**src/rtl/iot_filter_seq.sv**
```systemverilog
// -----------------------------------------------------------------------------
// iot_filter_seq
//   Front-end sequencer for the IoT data-filter datapath. Packs an incoming
//   byte stream MSB-first into DATA_W-bit words (16 bytes per round), holds
//   each finished word for one EVAL cycle so the filter units can sample it,
//   and repeats for ROUNDS rounds per job before pulsing valid once.
//
// Handshake: a byte on iot_in is consumed on a rising edge where in_en=1 and
//   busy=0. While busy=1 (EVAL, NEXT, DONE) nothing is consumed and the host
//   must keep the byte stable until busy returns to 0.
//
// Ports
//   clk        in   1       system clock, rising edge
//   rst        in   1       synchronous active-high reset
//   in_en      in   1       iot_in carries a valid byte
//   iot_in     in   BYTE_W  input byte
//   fn_sel     in   3       filter function, captured at job start
//   busy       out  1       byte not accepted this cycle
//   data       out  DATA_W  packed word under construction / evaluation
//   cnt        out  6       bytes packed in the current round (0..16)
//   state      out  3       sequencer state code (debug-visible FSM state)
//   flag       out  1       0 in the first round of a job, 1 afterwards
//   cycle_cnt  out  8       rounds completed in the current job
//   fn_sel_q   out  3       fn_sel latched for the running job
//   valid      out  1       one-cycle pulse at job completion
// -----------------------------------------------------------------------------
module iot_filter_seq #(
  parameter int DATA_W = 128,
  parameter int BYTE_W = 8,
  parameter int ROUNDS = 8
) (
  input  logic              clk,
  input  logic              rst,
  input  logic              in_en,
  input  logic [BYTE_W-1:0] iot_in,
  input  logic [2:0]        fn_sel,
  output logic              busy,
  output logic [DATA_W-1:0] data,
  output logic [5:0]        cnt,
  output logic [2:0]        state,
  output logic              flag,
  output logic [7:0]        cycle_cnt,
  output logic [2:0]        fn_sel_q,
  output logic              valid
);

  typedef enum logic [2:0] {
    ST_IDLE = 3'b000,
    ST_LOAD = 3'b001,
    ST_EVAL = 3'b010,
    ST_NEXT = 3'b011,
    ST_DONE = 3'b100
  } state_e;

  localparam logic [7:0] ROUNDS_L = 8'(ROUNDS);

  state_e            state_q;
  logic [DATA_W-1:0] data_q;
  logic [5:0]        cnt_q;
  logic              flag_q;
  logic [7:0]        cycle_cnt_q;
  logic [2:0]        fn_sel_qq;
  logic              busy_q;
  logic              valid_q;

  always_ff @(posedge clk) begin
    if (rst) begin
      state_q     <= ST_IDLE;
      data_q      <= '0;
      cnt_q       <= '0;
      flag_q      <= 1'b0;
      cycle_cnt_q <= '0;
      fn_sel_qq   <= '0;
      busy_q      <= 1'b0;
      valid_q     <= 1'b0;
    end else begin
      valid_q <= 1'b0;
      case (state_q)
        ST_IDLE: begin
          if (in_en) begin
            data_q      <= {data_q[DATA_W-BYTE_W-1:0], iot_in};
            cnt_q       <= 6'd1;
            fn_sel_qq   <= fn_sel;
            flag_q      <= 1'b0;
            cycle_cnt_q <= 8'd0;
            state_q     <= ST_LOAD;
          end
        end
        ST_LOAD: begin
          if (in_en) begin
            data_q <= {data_q[DATA_W-BYTE_W-1:0], iot_in};
            cnt_q  <= cnt_q + 6'd1;
            // 16th byte of the round: word is complete, stop accepting.
            if (cnt_q == 6'd15) begin
              state_q <= ST_EVAL;
              busy_q  <= 1'b1;
            end
          end
        end
        ST_EVAL: begin
          state_q <= ST_NEXT;
        end
        ST_NEXT: begin
          cnt_q       <= 6'd0;
          cycle_cnt_q <= cycle_cnt_q + 8'd1;
          flag_q      <= 1'b1;
          if (cycle_cnt_q + 8'd1 == ROUNDS_L) begin
            state_q <= ST_DONE;
            valid_q <= 1'b1;
          end else begin
            state_q <= ST_LOAD;
            busy_q  <= 1'b0;
          end
        end
        ST_DONE: begin
          // cycle_cnt deliberately kept until the next job starts.
          state_q <= ST_IDLE;
          flag_q  <= 1'b0;
          busy_q  <= 1'b0;
        end
        default: begin
          state_q <= ST_IDLE;
          busy_q  <= 1'b0;
        end
      endcase
    end
  end

  assign busy      = busy_q;
  assign data      = data_q;
  assign cnt       = cnt_q;
  assign state     = state_q;
  assign flag      = flag_q;
  assign cycle_cnt = cycle_cnt_q;
  assign fn_sel_q  = fn_sel_qq;
  assign valid     = valid_q;

endmodule
```
**config.mk**
```make
export PLATFORM = sky130hd
export DESIGN_NAME = iot_filter_seq
export DESIGN_NICKNAME = d
export VERILOG_FILES = /design/src/rtl/iot_filter_seq.sv
export SDC_FILE = /design/constraint.sdc
export NUM_CORES = 1
export LEC_CHECK = 0
export CORE_MARGIN = 5
export CORE_UTILIZATION = 50
export DETAILED_ROUTE_END_ITERATION = 8
export GPL_TIMING_DRIVEN = 0
export PLACE_DENSITY = 0.88
export SLEW_MARGIN = 25
export SYNTH_ARGS = -nofsm -noshare
export SYNTH_HDL_FRONTEND = slang
export SYNTH_SLANG_ARGS = --single-unit
```
**constraint.sdc**
```tcl
create_clock -name clk -period 3.8 [get_ports clk]
set_input_delay 0.38 -clock clk [delete_from_list [all_inputs] [get_ports clk]]
set_output_delay 0.38 -clock clk [all_outputs]
set_load 0.02 [all_outputs]
```
==> results_dict.tcl <==
set metrics [dict create \
    yosys_warnings 0 \
    min_from "iot_in[4]" \
    arrival_ps 2520 \
    cp_max_fo 10 \
    cp.required_ps 4270 \
    worst_setup_path_end_kind "register" \
    syn_avg_cell_area_um2 7.87 \
    grt_use_met2_pct 40.4 \
    slew_violations 0 \
    crit_type "register to register" \
    layout_common_cells "268 x nand2_1, 163 x clkdlybuf4s50_1, 151 x dfxtp_1, 138 x a21oi_1, 47 x clkbuf_1" \
    cts-root-buf "clkbuf_8" \
    antenna_left 0 \
    async_flop_share_pct 0 \
    hp-class "primary input to register" \
    top_usage_layer "met2" \
    stdcell_count 1028 \
    num_io_pins 165 \
    dp_cells 998 \
    drt_wl_total_um 15700 \
    dp_hpwl_um 11400 \
    grt_util_all_layers_pct 24.6 \
    synth_edf_count 0 \
    period_needed_ps 2050 \
    viasPerCell 5.16 \
    synth_adder_area_share_pct 0.686 \
    core_area_um2 10800 \
    finalCritPeriodShare_pct 54.0 \
    maxSlewHeadroom_pct 59.6 \
    route.detailed.wl_per_inst_um 15.2 \
    yosysTopAreaCell "dfxtp_1" \
    drive_above_1_share_pct 4.28 \
    antennaDiodeCount 0 \
    synth_nets 712 \
    cts_setup_buffers 0 \
    nets 894 \
    stdcell_area_um2 7880 \
    num_vias 5302 \
    fin_tns_setup_ps 0 \
    synth_compound_area_share_pct 15.3 \
    tightest_slew_ps 606 \
    synth.distinct_cells 37 \
    max_cap_viol_count 0 \
    start_util_pct 50.7 \
    synth.mux.area_fraction_pct 0.389 \
    place_ws_ps 1220 \
    path_cells "buf_2 > or3b_2 > buf_2 > clkbuf_1 > clkbuf_1 > nand2_1 > a21oi_1" \
    crit_path_start_kind "register" \
    hold_viol 0 \
    vdd_drop_max_mv 0.381 \
    use_met1_pct 29.0 \
    setup_slack_ps 1750 \
    rsz0062_at_grt "no" \
    synth-simple-area-share_pct 23.4 \
    mostFrequentLayoutCell "nand2_1" \
    placementRows 38 \
    ctsHoldBuffers 0 \
    whs_ps 390 \
    p_per_area_nw_per_um2 445 \
    syn_inst 695 \
    cts_tree "yes" \
    synth_top_family_by_area "simple AND/OR/NAND/NOR gates" \
    status "complete, no violations" \
    clock_path_buffers 2 \
    ctsResizeCount 0 \
    cts_made_buffers 17 \
    finalPower_mw 3.51 \
    timing.rr.start "state[1]" \
    drtIter0Drc 353 \
    globalplace.congestion 0.887 \
    worst_path_largest_cell_delay_ps 420 \
    gr-usage-met3_pct 10.0 \
    yosysSeqAreaShare_pct 55.2 \
    synth_area_leaders "dfxtp_1 55%, nand2_1 18%, a21oi_1 13%, clkbuf_1 3.1%, nor2_1 1.3%" \
    skew_ps 9.46 \
    die_area_um2 13100 \
    placed_cell_area_um2 7280 \
    syn-cell-area_um2 5470 \
    cts_max_level 4 \
    path_clk_slew_ps 60 \
    die_x_um 115 \
    synth_seq_cells 151 \
    ys.flop_type "dfxtp_1" \
    clkSinkCount 151 \
    syn2layout_area_growth_pct 44.0 \
    firstDrtPassIters 5 \
    fmax_mhz 487 \
    overflow 0 \
    post-route-util_pct 73.0 \
    portBuffers 163 \
    antenna_found_initial 0 \
    slowest_stage "clkbuf_1" \
    clock_latency_ps 540 \
    grt_pass1_vias 5239 \
    startpoint "state[1]" \
    drc 0 \
    synth.top_cell.area_share_pct 55.2 \
    grt_max_degree 17 \
    synth_xor_area_share_pct 1.12 \
    leakage_nw 2.61 \
    grt_pass1_wl_um 25600 \
    setup_viol_count_final 0 \
    die_y_um 115 \
]
## layout make-up
type                    count  area (um^2)
repair buffers            163         1630
flip-flops and latches    151         3020
inverters                   3         11.3
well taps                 140          175
plain buffers              51          203
fillers                   854         2920
clock buffers              21          449
multi-input cells         490         2230
clock inverters             9          150
## registers in the layout (all words and copies together) (netlist names)
| signal | count |
|---|---|
| data | 128 |
| cycle_cnt | 8 |
| cnt | 6 |
| fn_sel_q | 3 |
| state | 3 |
| busy | 1 |
| flag | 1 |
| valid | 1 |
## critical path: cells and delay by family, from the launching register on
family | cells | cell delay [ps]
flops | 1 | 350
buf+inv | 4 | 1190
compound gates | 1 | 170
simple gates | 2 | 280
## worst paths after layout
path          endpoint  slack [ps]  cells after the start
min reg2reg  data[126]         460                      2
min            data[4]         390                      3
max           data[15]        1750                      7
max reg2reg   data[15]        1750                      7
## kinds of logic (layout without fill, tap and decap cells)
group           after synthesis  after routing
compound gates              160            160
xor+xnor                      7              7
fa+ha+maj                     3              3
buf+inv                      54            247
flops                       151            151
mux                           2              2
simple gates                318            318
## cell usage after synthesis, types with 2 or more instances
library cell  number
nand2_1          268
dfxtp_1          151
a21oi_1          138
clkbuf_1          45
nor2_1            19
o21ai_0            9
xnor2_1            7
nor3_1             5
nand2b_1           4
nand3_1            4
a31oi_1            3
and3_1             3
buf_2              3
ha_1               3
inv_1              3
nor3b_1            3
nor4_1             3
a21o_1             2
a22oi_1            2
buf_4              2
or3b_2             2
## report_power, final
| group | total (mW) | leakage (nW) | switching [mW] | internal [mW] |
|---|---|---|---|---|
| Combinational | 0.177 | 1.10 | 0.118 | 0.0585 |
| Sequential | 1.61 | 1.22 | 0.0121 | 1.60 |
| Clock | 1.72 | 0.290 | 0.630 | 1.09 |
## layer usage
metal,up-vias,part of all wire (%),routed length (um)
li1,2642,-,-
met1,2458,41,6430
met2,171,48,7470
met3,31,9.3,1460
met4,0,1.9,304
met5,-,0,0
No activity file was read; power rests on OpenSTA's default activity.
